--- src/rtl/glitc_intercom_align.sv ---
// glitc_intercom_align: bitslip training for the intercom nibble stream.
// The nibble arrives already retimed to sysclk. The block hunts for the one
// slip position where the stream equals TRAIN_PATTERN, pulses the ISERDES
// bitslip input as it searches, and reports either lock or failure. Once it
// is locked it forwards the nibbles downstream one cycle late.
//
// Optional feature: define GLITC_INTERCOM_ALIGN_MONITOR_EN to count pattern
// errors seen after lock on err_count_o. When the macro is not defined,
// err_count_o is tied to zero and no counter is built.
//
// Handshake: there is no ready. valid_o is high exactly when data_o holds an
// aligned nibble. That nibble is the one sampled on the previous sysclk edge.
// dbg_state_o exposes the FSM state so checkers can bind to it.
module glitc_intercom_align #(
  parameter logic [3:0] TRAIN_PATTERN = 4'hC,
  parameter int         CHECK_CYCLES  = 16,
  parameter int         SLIP_WAIT     = 4,
  parameter int         MAX_SLIPS     = 3
) (
  input  logic        sysclk_i,
  input  logic        rst_i,
  input  logic [3:0]  oq_i,
  input  logic        train_i,
  output logic        bitslip_o,
  output logic        locked_o,
  output logic        fail_o,
  output logic [1:0]  slip_count_o,
  output logic [3:0]  data_o,
  output logic        valid_o,
  output logic [15:0] err_count_o,
  output logic [2:0]  dbg_state_o
);

  localparam int MW = $clog2(CHECK_CYCLES + 1);
  localparam int WW = (SLIP_WAIT > 1) ? $clog2(SLIP_WAIT + 1) : 1;

  typedef enum logic [2:0] {
    ST_IDLE   = 3'd0,
    ST_CHECK  = 3'd1,
    ST_SLIP   = 3'd2,
    ST_WAIT   = 3'd3,
    ST_LOCKED = 3'd4,
    ST_FAIL   = 3'd5
  } state_t;

  state_t        state_q, state_d;
  logic [MW-1:0] match_q, match_d;
  logic [WW-1:0] wait_q, wait_d;
  logic [1:0]    slip_q, slip_d;
  logic          train_q;
  logic          locked_q, locked_d;
  logic [3:0]    data_q, data_d;
  logic          train_rise;
  logic          is_match;

  assign train_rise = train_i & ~train_q;
  assign is_match   = (oq_i == TRAIN_PATTERN);

  // Next-state logic and counter updates for the training FSM.
  always_comb begin
    state_d = state_q;
    match_d = match_q;
    wait_d  = wait_q;
    slip_d  = slip_q;
    case (state_q)
      ST_IDLE: begin
        if (train_i) begin
          state_d = ST_CHECK;
          match_d = '0;
          slip_d  = '0;
        end
      end
      ST_CHECK: begin
        // A dropped train request wins over the match result.
        if (!train_i) begin
          state_d = ST_IDLE;
        end else if (is_match) begin
          if (match_q == MW'(CHECK_CYCLES - 1)) begin
            state_d = ST_LOCKED;
          end else begin
            match_d = match_q + 1'b1;
          end
        end else if (slip_q == 2'(MAX_SLIPS)) begin
          state_d = ST_FAIL;
        end else begin
          state_d = ST_SLIP;
          match_d = '0;
        end
      end
      ST_SLIP: begin
        // The pulse is always followed by the settle wait, even if training is dropped.
        slip_d  = slip_q + 1'b1;
        wait_d  = '0;
        state_d = ST_WAIT;
      end
      ST_WAIT: begin
        if (!train_i) begin
          state_d = ST_IDLE;
        end else if (wait_q == WW'(SLIP_WAIT - 1)) begin
          state_d = ST_CHECK;
          match_d = '0;
        end else begin
          wait_d = wait_q + 1'b1;
        end
      end
      ST_LOCKED, ST_FAIL: begin
        if (train_rise) begin
          state_d = ST_CHECK;
          match_d = '0;
          slip_d  = '0;
        end
      end
      default: begin
        state_d = ST_IDLE;
      end
    endcase
  end

  // Lock, and the forwarded data, become visible one edge after the FSM settles in LOCKED.
  // Both drop on the same edge that leaves LOCKED.
  always_comb begin
    locked_d = (state_q == ST_LOCKED) && (state_d == ST_LOCKED);
    data_d   = locked_d ? oq_i : 4'h0;
  end

  // State and datapath registers; reset overrides everything, including a pending slip.
  always_ff @(posedge sysclk_i) begin
    if (rst_i) begin
      state_q  <= ST_IDLE;
      match_q  <= '0;
      wait_q   <= '0;
      slip_q   <= '0;
      train_q  <= 1'b0;
      locked_q <= 1'b0;
      data_q   <= 4'h0;
    end else begin
      state_q  <= state_d;
      match_q  <= match_d;
      wait_q   <= wait_d;
      slip_q   <= slip_d;
      train_q  <= train_i;
      locked_q <= locked_d;
      data_q   <= data_d;
    end
  end

`ifdef GLITC_INTERCOM_ALIGN_MONITOR_EN
  logic [15:0] err_q, err_d;

  // Count pattern errors while locked; the count saturates and is cleared on every entry to CHECK.
  always_comb begin
    err_d = err_q;
    if (state_d == ST_CHECK && state_q != ST_CHECK) begin
      err_d = '0;
    end else if (state_q == ST_LOCKED && train_i && !is_match && err_q != 16'hFFFF) begin
      err_d = err_q + 16'd1;
    end
  end

  // Error counter register.
  always_ff @(posedge sysclk_i) begin
    if (rst_i) begin
      err_q <= '0;
    end else begin
      err_q <= err_d;
    end
  end

  assign err_count_o = err_q;
`else
  assign err_count_o = 16'h0000;
`endif

  assign bitslip_o    = (state_q == ST_SLIP);
  assign fail_o       = (state_q == ST_FAIL);
  assign locked_o     = locked_q;
  assign valid_o      = locked_q;
  assign data_o       = data_q;
  assign slip_count_o = slip_q;
  assign dbg_state_o  = state_q;

endmodule

--- config.mk ---
export PLATFORM = sky130hd
export DESIGN_NAME = glitc_intercom_align
export DESIGN_NICKNAME = d
export VERILOG_FILES = /design/src/rtl/glitc_intercom_align.sv
export SDC_FILE = /design/constraint.sdc
export NUM_CORES = 1
export LEC_CHECK = 0
export BUFFER_PORTS_ARGS = -buffer_cell sky130_fd_sc_hd__buf_2
export CAP_MARGIN = 10
export CORE_MARGIN = 5
export CORE_UTILIZATION = 50
export DETAILED_ROUTE_END_ITERATION = 10
export GPL_TIMING_DRIVEN = 0
export PLACE_DENSITY = 0.78
export SYNTH_ARGS = -nofsm -noshare
export SYNTH_HDL_FRONTEND = slang
export SYNTH_SLANG_ARGS = --single-unit
--- constraint.sdc ---
create_clock -name sysclk_i -period 2 [get_ports sysclk_i]
set_input_delay 0.1 -clock sysclk_i [delete_from_list [all_inputs] [get_ports sysclk_i]]
set_output_delay 0.1 -clock sysclk_i [all_outputs]
set_load 0.02 [all_outputs]
# [Word level (Yosys, flattened, before mapping)]
# Cells that the tools add are included.
[totals] ff_bits=19 latch_bits=0 ram_bits=0 mem_bits_ro=0 inputBits=7 output_inout_bits=29 wordCells=65 memories=0
[op_classes] n_addsub=3 n_mul=0 div=0 magnitude_cmp=0 n_eq_ne=18 shift=0 mux=24 bitwise_logic=3 reduce_logical=10
[op_table] op="2-to-1 mux 5 bit" n=8
[op_table] op="2-to-1 mux 3 bit" n=10
[op_table] op="one-hot mux 5 bit (4 select lines)" n=1
[op_table] op="one-hot mux 3 bit (5 select lines)" n=1
[op_table] op="inequality test 2 bit, second input constant" n=6
[op_table] op="== test 3 x 2 -> 1 bit, second input constant" n=3
[op_table] op="== test 3 bit, second input constant" n=3
[op_table] op="AND reduction 8 bit" n=1
[op_table] op="inequality test 3 bit, second input constant" n=2
[op_table] op="one-hot mux 2 bit (3 select lines)" n=1
[op_table] op="one-hot mux 3 bit (2 select lines)" n=1
[op_table] op="AND reduction 3 bit" n=2
[op_table] op="adder 5 x 1 -> 5 bit, second input constant" n=1
[op_table] op="== test 5 x 4 -> 1 bit, second input constant" n=1
[op_table] op="== test 4 bit, second input constant" n=1
[op_table] op="2-to-1 mux 2 bit" n=2
[op_table] op="nonzero test 4 bit" n=1
[op_table] op="OR reduction 2 bit" n=2
[op_table] op="adder 3 x 1 -> 3 bit, second input constant" n=1
[op_table] op="== test 3 x 1 -> 1 bit, second input constant" n=1
[op_table] op="zero test 3 bit" n=1
[op_table] op="nonzero test 3 bit" n=1
[op_table] op="adder 2 x 1 -> 2 bit, second input constant" n=1
[op_table] op="== test 2 bit, second input constant" n=1
[op_table] op="4 further kinds" n=5

# [Logic depth before layout (Yosys ltp)]
[depth] word_depth=9 ltp_mapped=7 mapped_depth_nobuf=7

# [Worst setup path after synthesis]
# OpenSTA, ideal clock, no wires.
[synth_path] path_kind="reg2reg" start="register match_q[0]" end="register match_q[0]" setup_ns=0.088 arrival_ns=1.600 required_ns=1.912 setup_slack_ns=0.312 path_stages_with_launch=8 n_path_buf=0 synth_period_minus_slack_ns=1.688 path_cell_list="dfxtp_1 ha_1 and3_1 ha_1 and2b_1 mux2i_1 nand2_1 a311oi_2"
[synth_between] elab_chain_cells=5 word_cells_on_any_way=8 cone_classes="add/sub (1); eq/ne (2); mux (4); reduce/logical (1)"
[synth_lines] element="start: declaration" line_no="47" source="logic [MW-1:0] match_q, match_d;"
[synth_lines] element="start signal: assignment" line_no="138" source="match_q <= match_d;"
[synth_lines] element="adder 5 x 1 -> 5 bit" line_no="81" source="match_d = match_q + 1'b1;"
[synth_lines] element="2-to-1 mux 5 bit" line_no="78" source="if (match_q == MW'(CHECK_CYCLES - 1)) begin"
[synth_lines] element="2-to-1 mux 5 bit" line_no="77" source="end else if (is_match) begin"
[synth_lines] element="2-to-1 mux 5 bit" line_no="75" source="if (!train_i) begin"
[synth_lines] element="one-hot mux 5 bit (4 select lines)" line_no="65" source="case (state_q)"
# Parallel ways exist; a longest one is shown, timed or not. The select of a mux whose other input is x is not followed.
# A chain may end at the register's enable or synchronous reset.

# [Worst setup path after layout]
[layout_path] start="register match_q[0]" end="register match_q[3]"
# The elaborated chain is that of the path after synthesis.

==> qor.yml <==
antenna_found_initial: 0
n_fill_cell: 208
unrepaired_setup_endpoints_after_global_routing: "no"
timing_hold_violations_final: 0
synth_cell_types: 43
non_filler_cells_in_the_finished_layout: 200
place.detailed.instances: 195
synth_enable_flop_cells: 0
synthMostInstantiatedCell: "dfxtp_1"
synth_top_cell_area_share_pct: 33.0
clock_sinks: 19
post_cts.repair.setup_buffers: 0
share_of_the_core_filled_with_cells_pct: 62.4
flow.area_growth_from_synthesis_pct: 19.7
power.ir.vdd_worst_uv: 375
synth_top_family_by_area: "simple AND/OR/NAND/NOR gates"
synth-async-reset-ratio_pct: 0
yosys_warnings: 0
holdPathEnd: "data_o[0]$_SDFF_PP0_"
yosysTopAreaCell: "dfxtp_1"
reg2reg_to: "match_q[3]$_SDFFE_PP0P_"
setup_viol: 0
critPathMaxFanout: 6
max_cap_violations: 0
drcViolationCount: 0
tightest_slew_ps: 506
final_antenna_net_count: 0
crit_path_end_kind: "flip-flop"
die-area_um2: 3370
synth_area_per_cell_um2: 8.67
post_synth_fa_ha_maj_area_fraction_pct: 6.29
final_critical_path_share_of_the_clock_period_pct: 93.6
timing_worst_setup_path_type: "reg -> reg"
gp_routability_congestion: 0.869
first_iter_violations: 19
cts-buffers-inserted: 3
share_of_synthesized_area_spent_on_multiplexers_pct: 5.21
synthXorXnorAreaFrac_pct: 0
ff2ff_path_depth: 7
p_per_area_nw_per_um2: 528
grt_pass1_wl_mm: 3.93
synth-simple-area-share_pct: 23.9
outcome: "completed"
worst_clock_skew_ps: 2.28
drtPass1Iterations: 4
antennaDiodeCount: 0
grt_max_degree: 11
floorplan.die.width_um: 58.0
flop_to_flop_setup_slack_ps: 130
max_stage_delay_ps: 350
clkSlewWorstSetupHoldPaths_ps: 100
cts_tree: "built"
core_area_um2: 2210
period_minus_slack_ps: 1870
grt_pass1_vias: 930
synth_flop_cell: "dfxtp_1"
highest_clock_frequency_the_design_can_meet_mhz: 534
critPathSlowestCell: "dfxtp_2"
cp_common_cell: "ha_1"
start_util_pct: 52.1
io-pin-count: 36
final_critical_path_setup_slack_ps: 128
hpwlAfterDp_mm: 1.82
cp-start-kind: "flip-flop"
postRouteWirelength_mm: 2.35
syn_inst: 133
htree_num_levels: 1
dp_worst_setup_slack_ps: 122
hp-class: "in -> reg"
globalRoute.totalOverflow: 0
hp-start: "oq_i[0]"
placement_rows: 17
synth-compound-area-share_pct: 14.4
gr-usage-all-layers_pct: 14.8
die_h_um: 58.0
synth_top_cells_by_count: "19 x dfxtp_1, 18 x buf_4, 15 x nor2_1, 8 x inv_1"
synth_seq_cells: 19
critPathArrivalTime_ps: 2060
path_cells: "ha_1, and3_1, ha_1, and2b_1, mux2i_2, a2bb2oi_2, o21ai_0"
hold_path_depth: 2
cp.required_ps: 2190
nNetsFinal: 185
routed-via-count: 949
worst_slew_margin_rel_pct: 66.2
synth.yosys.seq_area_share_pct: 33.0
synthesis.area_um2: 1150
ys_top_cells_by_area: "dfxtp_1 33%, buf_4 12%, ha_1 5.4%"
routed_wire_length_per_instance_um: 11.8
cts.root.buffer_cell: "clkbuf_4"
critical_path.reg2reg.startpoint: "match_q[0]$_SDFFE_PP0P_"
power.leakage_nw: 0.636
place.port_buffers: 19
route.detailed.vias_per_inst: 4.75
slew_viol_final: 0
totalPowerFinal_w: 0.000730
cts.path.max_buffers: 2
worstSkewPairLatency_ps: 290
timing.setup.tns_ps: 0
drive_above_1_share_pct: 31.4
==> worst max path at each step <==
stage | from | to
after floorplan | match_q[0]$_SDFFE_PP0P_ | match_q[0]$_SDFFE_PP0P_
after global placement | match_q[0]$_SDFFE_PP0P_ | match_q[0]$_SDFFE_PP0P_
after detailed placement | match_q[0]$_SDFFE_PP0P_ | match_q[0]$_SDFFE_PP0P_
after CTS | match_q[0]$_SDFFE_PP0P_ | match_q[0]$_SDFFE_PP0P_
after global routing | match_q[0]$_SDFFE_PP0P_ | match_q[1]$_SDFFE_PP0P_
final | match_q[0]$_SDFFE_PP0P_ | match_q[3]$_SDFFE_PP0P_
==> report_power, final <==
part / internal (W) / switching [W]
clock: 0.0000777 / 0.000112
combinational: 0.0000630 / 0.0000892
sequential: 0.000383 / 0.00000419
total: 0.000524 / 0.000206
==> cells in the final DEF (no fill, tap or decap), types with 2 or more instances in the layout <==
| master | instances |
|---|---|
| buf_2 | 21 |
| buf_4 | 18 |
| dfxtp_1 | 18 |
| conb_1 | 16 |
| nor2_1 | 15 |
| inv_1 | 8 |
| and2_1 | 6 |
| a21oi_1 | 6 |
| mux2i_1 | 5 |
| nor3_1 | 5 |
| ha_1 | 5 |
| nand2b_1 | 4 |
| nand3_1 | 3 |
| nand2_1 | 3 |
| clkbuf_4 | 3 |
| nor2b_1 | 2 |
| o21ai_0 | 2 |
| o211ai_1 | 2 |
| clkbuf_1 | 2 |
==> layer usage <==
metal | part of all wire (%) | GRT usage [%] | vias to the layer above
met4 | 0.85 | 3.97 | 0
li1 | - | - | 495
met1 | 43 | 16.2 | 426
met3 | 7.9 | 5.12 | 2
met2 | 49 | 26.8 | 26
met5 | 0 | 0 | -
==> cells by family (layout without fill, tap and decap cells) <==
family	after synthesis	in the layout
AND/OR/NAND/NOR	49	49
buffers and inverters	31	55
AO/OA/AOI/OAI	21	21
flip-flops	19	19
adder cells (fa/ha/maj)	6	6
multiplexers	6	6
other	1	16
==> final cells by class <==
type | count | area (µm²) | share of cell area, %
multi-input combinational | 98 | 638 | 46.2
inverter | 8 | 30.0 | 2.17
tap | 28 | 35.0 | 2.54
timing repair buffer | 20 | 105 | 7.61
clock buffer | 4 | 26.3 | 1.90
sequential | 19 | 382 | 27.6
buffer | 23 | 165 | 12.0
==> metrics by stage <==
stage / hold slack (ps) / area, µm²
2_1_floorplan: 206 / 1210
3_3_place_gp: 319 / 1340
3_5_place_dp: 329 / 1340
4_1_cts: 13.4 / 1370
5_1_grt: 0.844 / 1380
6_report: 19.0 / 1380
==> state kept, by name, summed over array words and instances, names as in the netlist <==
name,count
data_o,4
slip_count_o,2
wait_q,3
train_q,1
match_q,5
dbg_state_o,3
locked_o,1
==> worst max-delay path, delay by kind of cell, from the launching register on <==
family | cells | cell delay, ps
and+or+nand+nor | 2 | 510
adders and majority gates | 2 | 430
DFF | 1 | 350
AOI/OAI and AO/OA | 2 | 340
muxes | 1 | 130
==> repair_timing <==
item | in CTS | in global routing
endpoints found under the setup margin | 0 | 4
endpoints found under the hold margin | 0 | 1
hold buffers | 0 | 1
resized for setup | 0 | 2
Power figures use the tool's default switching activity.
